[config.mk]
export PLATFORM = sky130hd
export DESIGN_NAME = muldiv_seq_flat
export DESIGN_NICKNAME = d
export VERILOG_FILES = /design/src/rtl/muldiv_if.sv /design/src/rtl/muldiv_seq.sv /design/src/flat_wrapper.sv
export SDC_FILE = /design/constraint.sdc
export NUM_CORES = 1
export LEC_CHECK = 0
export ABC_AREA = 1
export BUFFER_PORTS_ARGS = -buffer_cell sky130_fd_sc_hd__buf_2
export CAP_MARGIN = 20
export CELL_PAD_IN_SITES_DETAIL_PLACEMENT = 1
export CELL_PAD_IN_SITES_GLOBAL_PLACEMENT = 1
export CORE_MARGIN = 2
export CORE_UTILIZATION = 42
export CTS_CLUSTER_SIZE = 24
export DETAILED_ROUTE_END_ITERATION = 6
export PLACE_DENSITY = 0.9
export SYNTH_ARGS = -nofsm -noshare
export SYNTH_HDL_FRONTEND = slang
export SYNTH_SLANG_ARGS = --single-unit
[constraint.sdc]
create_clock -name clk -period 2 [get_ports clk]
set_clock_uncertainty 0.15 [all_clocks]
set_input_delay 0.5 -clock clk [delete_from_list [all_inputs] [get_ports clk]]
set_output_delay 0.5 -clock clk [all_outputs]
set_load 0.01 [all_outputs]
[src/rtl/muldiv_if.sv]
// Handshake and result bundle between the CPU control unit and the MUL/DIV engine.
// The control unit is the master and the engine is the slave.
interface muldiv_if #(parameter int WIDTH = 4);
  logic             start;
  logic             op;
  logic [WIDTH-1:0] a;
  logic [WIDTH-1:0] b;
  logic             hold;
  logic             busy;
  logic             done;
  logic [WIDTH-1:0] hi;
  logic [WIDTH-1:0] lo;
  logic             z_f;
  logic             s_f;
  logic             dz_err;

  modport master (output start, op, a, b,
                  input  hold, busy, done, hi, lo, z_f, s_f, dz_err);
  modport slave  (input  start, op, a, b,
                  output hold, busy, done, hi, lo, z_f, s_f, dz_err);
endinterface

[src/rtl/muldiv_seq.sv]
// Multi-cycle unsigned shift-add multiplier / restoring divider for the 4-bit CPU.
// Stalls the ring counter through hold while it iterates; results land on entry to DONE.
module muldiv_seq #(parameter int WIDTH = 4) (
  input  logic     clk,
  input  logic     clr,
  muldiv_if.slave  bus
);
  localparam int CW = $clog2(WIDTH + 1);

  typedef enum logic [1:0] {IDLE, CALC, DONE} state_t;

  state_t             state;
  logic               op_q;
  logic [WIDTH-1:0]   a_q, b_q;
  logic [2*WIDTH-1:0] acc, acc_nxt;
  logic [CW-1:0]      count;
  logic [WIDTH:0]     mul_sum;
  logic [WIDTH:0]     rem_sh;
  logic [WIDTH+1:0]   trial;

  // One iteration. The shifted remainder is WIDTH+1 bits wide so the bit leaving
  // the top of rem is kept for the trial subtraction.
  always_comb begin
    mul_sum = {1'b0, acc[2*WIDTH-1:WIDTH]} + (acc[0] ? {1'b0, a_q} : '0);
    rem_sh  = acc[2*WIDTH-1:WIDTH-1];
    trial   = {1'b0, rem_sh} - {2'b00, b_q};
    if (!op_q)
      acc_nxt = {mul_sum, acc[WIDTH-1:1]};
    else if (!trial[WIDTH+1])
      acc_nxt = {trial[WIDTH-1:0], acc[WIDTH-2:0], 1'b1};
    else
      acc_nxt = {rem_sh[WIDTH-1:0], acc[WIDTH-2:0], 1'b0};
  end

  assign bus.hold = ((state == IDLE) && bus.start) || (state == CALC);
  assign bus.busy = (state != IDLE);

  always_ff @(posedge clk or negedge clr) begin
    if (!clr) begin
      state      <= IDLE;
      op_q       <= 1'b0;
      a_q        <= '0;
      b_q        <= '0;
      acc        <= '0;
      count      <= '0;
      bus.done   <= 1'b0;
      bus.hi     <= '0;
      bus.lo     <= '0;
      bus.z_f    <= 1'b0;
      bus.s_f    <= 1'b0;
      bus.dz_err <= 1'b0;
    end else begin
      bus.done <= 1'b0;
      case (state)
        IDLE: if (bus.start) begin
          op_q  <= bus.op;
          a_q   <= bus.a;
          b_q   <= bus.b;
          count <= CW'(WIDTH);
          if (bus.op && (bus.b == '0)) begin
            state      <= DONE;
            bus.done   <= 1'b1;
            bus.hi     <= bus.a;
            bus.lo     <= '1;
            bus.z_f    <= 1'b0;
            bus.s_f    <= bus.a[WIDTH-1];
            bus.dz_err <= 1'b1;
          end else begin
            state <= CALC;
            // MUL keeps the multiplier in the low half; DIV starts with rem=0, quo=a.
            acc   <= bus.op ? {{WIDTH{1'b0}}, bus.a} : {{WIDTH{1'b0}}, bus.b};
          end
        end
        CALC: begin
          acc   <= acc_nxt;
          count <= count - 1'b1;
          if (count == CW'(1)) begin
            state      <= DONE;
            bus.done   <= 1'b1;
            bus.hi     <= acc_nxt[2*WIDTH-1:WIDTH];
            bus.lo     <= acc_nxt[WIDTH-1:0];
            bus.z_f    <= (acc_nxt == '0);
            bus.s_f    <= acc_nxt[2*WIDTH-1];
            bus.dz_err <= 1'b0;
          end
        end
        DONE:    state <= IDLE;
        default: state <= IDLE;
      endcase
    end
  end
endmodule

[src/flat_wrapper.sv]
// flat-port wrapper written by rule: the top's interface ports become plain ports
module muldiv_seq_flat 
#(parameter int WIDTH = 4)
  (clk, clr, bus_start, bus_op, bus_a, bus_b, bus_hold, bus_busy, bus_done, bus_hi, bus_lo, bus_z_f, bus_s_f, bus_dz_err);
  muldiv_if #(.WIDTH(WIDTH)) bus_i ();
  input  logic clk;
  input  logic clr;
  input wire logic [$bits(bus_i.start)-1:0] bus_start;
  input wire logic [$bits(bus_i.op)-1:0] bus_op;
  input wire logic [$bits(bus_i.a)-1:0] bus_a;
  input wire logic [$bits(bus_i.b)-1:0] bus_b;
  output wire logic [$bits(bus_i.hold)-1:0] bus_hold;
  output wire logic [$bits(bus_i.busy)-1:0] bus_busy;
  output wire logic [$bits(bus_i.done)-1:0] bus_done;
  output wire logic [$bits(bus_i.hi)-1:0] bus_hi;
  output wire logic [$bits(bus_i.lo)-1:0] bus_lo;
  output wire logic [$bits(bus_i.z_f)-1:0] bus_z_f;
  output wire logic [$bits(bus_i.s_f)-1:0] bus_s_f;
  output wire logic [$bits(bus_i.dz_err)-1:0] bus_dz_err;
  assign bus_i.start = bus_start;
  assign bus_i.op = bus_op;
  assign bus_i.a = bus_a;
  assign bus_i.b = bus_b;
  assign bus_hold = bus_i.hold;
  assign bus_busy = bus_i.busy;
  assign bus_done = bus_i.done;
  assign bus_hi = bus_i.hi;
  assign bus_lo = bus_i.lo;
  assign bus_z_f = bus_i.z_f;
  assign bus_s_f = bus_i.s_f;
  assign bus_dz_err = bus_i.dz_err;
  muldiv_seq #(.WIDTH(WIDTH)) u_core (.clk(clk), .clr(clr), .bus(bus_i));
endmodule
==> results of run 1 <==
==> power by group through the flow <==
stage	clock network, µW	registers, µW	logic, µW
after floorplan	0	1220	1540
after global placement	0	1200	2150
after detailed placement	0	1220	2220
after CTS	536	1210	2260
after global routing	566	1250	2850
final	531	1220	2530
==> sequential cells by signal, summed over array words and instances (netlist names), 2 cells and up <==
name           flops
u_core.b_q         4
u_core.count       3
u_core.bus.hi      4
u_core.bus.lo      4
u_core.a_q         4
u_core.state       2
u_core.acc         8
==> stage by stage <==
step	total power, µW	setup TNS [ns]	util	setup slack (ns)	std cells
6_report	4280	0	0.535	0.0324	339
5_1_grt	4670	-0.195	0.535	-0.0681	339
4_1_cts	4010	0	0.512	0.000139	333
3_5_place_dp	3440	0	0.487	0.0616	324
3_3_place_gp	3340	0	0.487	0.126	324
2_1_floorplan	2750	0	-	0.225	246
==> layout make-up <==
| class | count | area [µm²] |
|---|---|---|
| clock buffers | 6 | 82.6 |
| well taps | 52 | 65.1 |
| clock inverters | 1 | 7.51 |
| fillers | 547 | 2020 |
| multi-input cells | 178 | 982 |
| repair buffers | 40 | 253 |
| inverters | 29 | 111 |
| flip-flops and latches | 33 | 828 |
==> layer usage <==
| metal | share of wire | global-route usage |
|---|---|---|
| met5 | 0 | 0 |
| met4 | 0.022 | 0.0860 |
| met3 | 0.032 | 0.0563 |
| met2 | 0.49 | 0.387 |
| met1 | 0.45 | 0.279 |
==> timing repair <==
| item | CTS | global route |
|---|---|---|
| pin swaps | 2 | 5 |
| hold buffers | 1 | 0 |
| cloned | 0 | 0 |
| setup buffers | 1 | 6 |
| setup endpoints to repair | 1 | 7 |
| resized for setup | 2 | 16 |
| endpoints found under the hold margin | 13 | 0 |
==> cells in the mapped netlist, drive strengths merged <==
cell type	number
nand2	84
dfrtp	33
inv	29
nor2	23
o21ai	19
nand3	18
a21oi	14
ha	10
buf	5
fa	2
nand4	2
a211oi	1
clkbuf	1
o211ai	1
o22ai	1
or2	1
xnor2	1
xor2	1
==> worst max-delay path by stage <==
| stage | start | end | slack (ns) | cells past startpoint |
|---|---|---|---|---|
| 2_1_floorplan | u_core.acc[0]$_DFFE_PN0P_ | u_core.bus.z_f$_DFFE_PN0P_ | 0.22 | 11 |
| 3_3_place_gp | u_core.acc[5]$_DFFE_PN0P_ | u_core.bus.z_f$_DFFE_PN0P_ | 0.13 | 11 |
| 3_5_place_dp | u_core.acc[0]$_DFFE_PN0P_ | u_core.bus.z_f$_DFFE_PN0P_ | 0.06 | 11 |
| 4_1_cts | u_core.state[0]$_DFFE_PN0P_ | bus_hold | 0.0001 | 6 |
| 5_1_grt | u_core.acc[0]$_DFFE_PN0P_ | u_core.bus.z_f$_DFFE_PN0P_ | -0.07 | 9 |
| 6_report | u_core.acc[0]$_DFFE_PN0P_ | u_core.bus.hi[1]$_DFFE_PN0P_ | 0.03 | 8 |
==> critical path: stages, from the launching register on <==
cell and delay [ns]:
dfrtp_2 0.42, nand2_1 0.07, inv_1 0.05, ha_2 0.18
fa_2 0.41, o21ai_0 0.27, nand2_2 0.10, nand2_1 0.11
a21oi_1 0.07
==> layout by cell type, fill, tap and decap left out, drive strengths merged <==
cell type     n
o211ai        1
xor2          1
or2           1
fa            2
a21oi        14
xnor2         1
dlygate4sd3   1
a211oi        1
ha           10
inv          29
nand2        84
nand3        18
dfrtp        33
o21ai        19
nor2         23
buf          39
clkinvlp      1
o22ai         1
clkbuf        6
nand4         2
==> cells by family after synthesis <==
kind of cell	Yosys count
XOR/XNOR	2
AND/OR/NAND/NOR	128
AO/OA/AOI/OAI	36
buffers and inverters	35
adder cells (fa/ha/maj)	12
flip-flops	33
==> run summary, run 1 <==
outcome: completed
Reg clk slew, reported paths: 0.07 ns
post-synth top area share: 0.434
Net Count, Synth: 270
Num CTS Buffers: 5
Leakage: 0.00124 µW
Mapped Avg Cell Area: 7.74 µm²
# DRC: 0
Net Switching: 2050 µW
Die X: 71.3 µm
GR Util All Layers: 0.228
number of global-route vias before repair: 1,876
Pint: 2220 µW
total number of vias: 1,780
drt wl/cell: 16.2 µm
critical path arrival: 1.99 ns
final instance area: 2330 µm²
clock power share: 0.124
Required @ worst endpoint: 2.02 ns
worst-margin pin slew: 0.406 ns
Seq/Total Area, Yosys: 0.434
Clock Sinks: 33
Cell Area, Synth: 1900 µm²
Ports: 26
Hold Path Origin: bus_a[3]
NumNets Final: 311
Slew Limit Fails: 0
part of the power in registers: 0.285
power per cell area: 1840 nW/µm²
Vias per Instance: 5.25
main combinational cell family by area after synthesis: simple AND/OR/NAND/NOR gates
fin crit share: 0.984
drt first pass iters: 4
worst hold path class: in -> reg
row count: 24
die height: 71.3 µm
Fmax: 508 MHz
critical path fanouts, max: 3
GRT overflow: 0
hold worst-path end: u_core.a_q[3]$_DFFE_PN0P_
Slew Limit Headroom: 0.729
Min Hold Slack: 0.305 ns
sw frac: 0.480
Critical Path End Type: register
multiplexer share of the synthesized area: 0
Worst R2R End: u_core.bus.hi[1]$_DFFE_PN0P_
Compound-Gate Fraction of Synth Area: 0.0980
worst-skew pair later-pin latency: 0.29 ns
wire length of the first global-routing pass: 8830 µm
VDD IR max: 0.766 mV
Gate Count Post-Synth: 246
critical path class: reg -> reg
core area: 4350 µm²
Max-Cap Viols: 0
minimum clock period: 1.97 ns
top post-synthesis cells by area: dfrtp_1, nand2_1, ha_1, inv_1, nand3_1
Gate power share: 0.591
R2R setup slack: 0.03 ns
Final ANT Viol Nets: 0
Cells on Worst Hold Path: 3
Synth Area in Simple Gates: 0.295
critical path startpoint category: register
CTS tree: built
final hold vios: 0
Initial DRC Count: 51
Synth Area in Adders: 0.0868
R2R cell count: 8
gp weighted congestion: 0.933
area grow syn2layout: 22.4%
dpl cell area: 2120 µm²
XOR/XNOR Fraction of Synth Area: 0.00920
clk buf depth: 2
largest net degree at the start of global routing: 19
# diodes: 0
Ys Warns: 0
htree depth: 2
share of cells above drive strength 1: 0.254
port buffer count: 25
Die ar.: 5090 µm²
clk root buf: clkbuf_8
HPWL after DPL: 4000 µm
Yosys cell types: 27
Yosys top cell by area: dfrtp_1
setup violators final: 0
post-synthesis register bit count: 33
worst r2r src: u_core.acc[0]$_DFFE_PN0P_
initial core utilization: 0.437
initial antenna violation count: 0
drt total wl: 5490 µm
No activity file was read; power rests on OpenSTA's default activity.
==> run 2: changes to the inputs <==
==> constraint.sdc (replaced) <==
create_clock -name clk -period 2 [get_ports clk]
set_clock_uncertainty 0.15 [all_clocks]
set_input_delay 0.4 -clock clk [delete_from_list [all_inputs] [get_ports clk]]
set_output_delay 0.4 -clock clk [all_outputs]
set_load 0.01 [all_outputs]
==> run summary, run 2 (synthesis results as in run 1) <==
Die X: 71.3 µm
power per cell area: 1820 nW/µm²
number of instances in the placed design: 323
DR WL met2: 2620 µm
die height: 71.3 µm
worst-skew pair later-pin latency: 0.29 ns
Worst R2R End: u_core.bus.hi[0]$_DFFE_PN0P_
drt total wl: 5330 µm
gp weighted congestion: 0.955
GRT overflow: 0
initial antenna violation count: 0
critical path class: reg -> out
max FFs per register: 8
Reg clk slew, reported paths: 0.07 ns
Max-Cap Viols: 0
clk buf depth: 2
# diodes: 0
initial core utilization: 0.437
number of global-route vias before repair: 1,824
Final ANT Viol Nets: 0
minimum clock period: 1.92 ns
drt wl/cell: 15.8 µm
Hold Path Origin: bus_a[2]
worst r2r src: u_core.acc[0]$_DFFE_PN0P_
htree depth: 2
outcome: completed
Initial DRC Count: 131
core area: 4350 µm²
Critical path origin: u_core.state[0]$_DFFE_PN0P_
wire length of the first global-routing pass: 8710 µm
most flop-heavy register: u_core.acc
footprint of the multi-input gates: 970 µm²
Num CTS Buffers: 5
worst hold path class: in -> reg
WP depth: 6
Slew Limit Fails: 0
worst-margin pin slew: 0.444 ns
Metal-1 WL: 2370 µm
share of cells above drive strength 1: 0.231
critical path fanouts, max: 3
port buffer count: 25
Required @ worst endpoint: 1.45 ns
area grow syn2layout: 20.6%
Vias per Instance: 5.27
R2R setup slack: 0.11 ns
CTS tree: built
FILL cells: 546
Min Hold Slack: 0.218 ns
Sum Neg Setup Slack: 0 ns
Ports: 26
critical path arrival: 1.37 ns
final hold vios: 0
Fmax: 521 MHz
Critical Path End Type: primary output
Slew Limit Headroom: 0.704
Leakage: 0.00123 µW
critical path startpoint category: register
most common cell after layout, fill and taps aside: nand2_1
# DRC: 0
Die ar.: 5090 µm²
worst path buffer plus inverter count: 3
R2R cell count: 8
clk root buf: clkbuf_8
largest net degree at the start of global routing: 18
drt first pass iters: 4
metal3 WL: 266 µm
VDD IR max: 0.769 mV
Slowest Stage Delay on Critical Path: 0.44 ns
highest routed metal layer: met4
crit-path most repeated cell: nor2_4
row count: 24
worst-path cell chain: nor2_4, nand2_2, inv_4, nor2_4, inv_1, buf_2
setup violators final: 0
GR Util All Layers: 0.223
Slowest-stage cell, CP: dfrtp_1
total number of vias: 1,780
Sequential cell area: 828 µm²
end point of the critical path: bus_hold
crit-path leading delay family: flip-flops
NumNets Final: 309
HPWL after DPL: 4120 µm
fin crit share: 0.959
Place WS: 0.0873 ns
Clock Sinks: 33
Worst Slack Setup Final: 0.0824 ns
non-filler instance count after layout: 338
most frequent cells in the layout: nand2_1, dfrtp_1, buf_2, inv_1
[run 2: changes by cell type in the layout (fill, tap and decap cells not counted)]
cell      before  now
clkbuf_1       0    2
nand2_2        6    5
ha_2           1    0
nand2_1       78   79
ha_1           8    9
buf_4         13   11
a21oi_1       11   13
a21oi_2        3    1
clkbuf_8       6    5
[run 2: area by class of cell]
class	count	area share
multi-input combinational	178	0.422
inverter	29	0.0485
tap	52	0.0283
clock buffer	7	0.0332
clock inverter	1	0.00327
sequential	33	0.361
timing repair buffer	38	0.104
[run 2: metal layers]
| metal | up-vias | global-route usage |
|---|---|---|
| met4 | 0 | 0.0566 |
| met2 | 45 | 0.391 |
| met1 | 867 | 0.277 |
| met5 | - | 0 |
| li1 | 859 | - |
| met3 | 9 | 0.0534 |
[run 2: worst min-delay path by stage]
stage | end | cells after the start | slack (ns)
floorplan | u_core.a_q[0]$_DFFE_PN0P_ | 0 | -0.05
global placement | u_core.acc[3]$_DFFE_PN0P_ | 1 | 0.21
detailed placement | u_core.acc[3]$_DFFE_PN0P_ | 1 | 0.22
CTS | u_core.a_q[2]$_DFFE_PN0P_ | 3 | 0.20
global route | u_core.a_q[2]$_DFFE_PN0P_ | 3 | 0.22
finish | u_core.a_q[2]$_DFFE_PN0P_ | 3 | 0.22
[run 2: per-stage QoR]
step / total power [µW] / cell area, µm² / util
CTS: 4010 / 2220 / 0.509
finish: 4180 / 2300 / 0.527
detailed placement: 3460 / 2110 / 0.485
global route: 4550 / 2300 / 0.527
global placement: 3350 / 2110 / 0.485
floorplan: 2750 / 1900 / -
[run 2: worst reg2reg max path: stages, from the launching register on]
cell and delay [ns]:
dfrtp_2 0.42, nand2_1 0.07, inv_1 0.04, ha_1 0.20, fa_2 0.53, nand2_1 0.05
nand2_1 0.09, nand2_1 0.11, a21oi_2 0.15
[run 2: report_power, final]
group          internal (µW)  switching (µW)  total, µW  leakage (µW)
Combinational            937            1530       2460      0.000792
Sequential               988             223       1210      0.000403
Clock                    246             257        504     0.0000385
[run 2: repair_timing]
action	CTS	global route
hold buffers	1	0
gates resized for setup	3	10
hold endpoints to repair	16	0
endpoints found under the setup margin	1	5
gates cloned	0	0
setup buffers	0	6
pin swaps	0	1
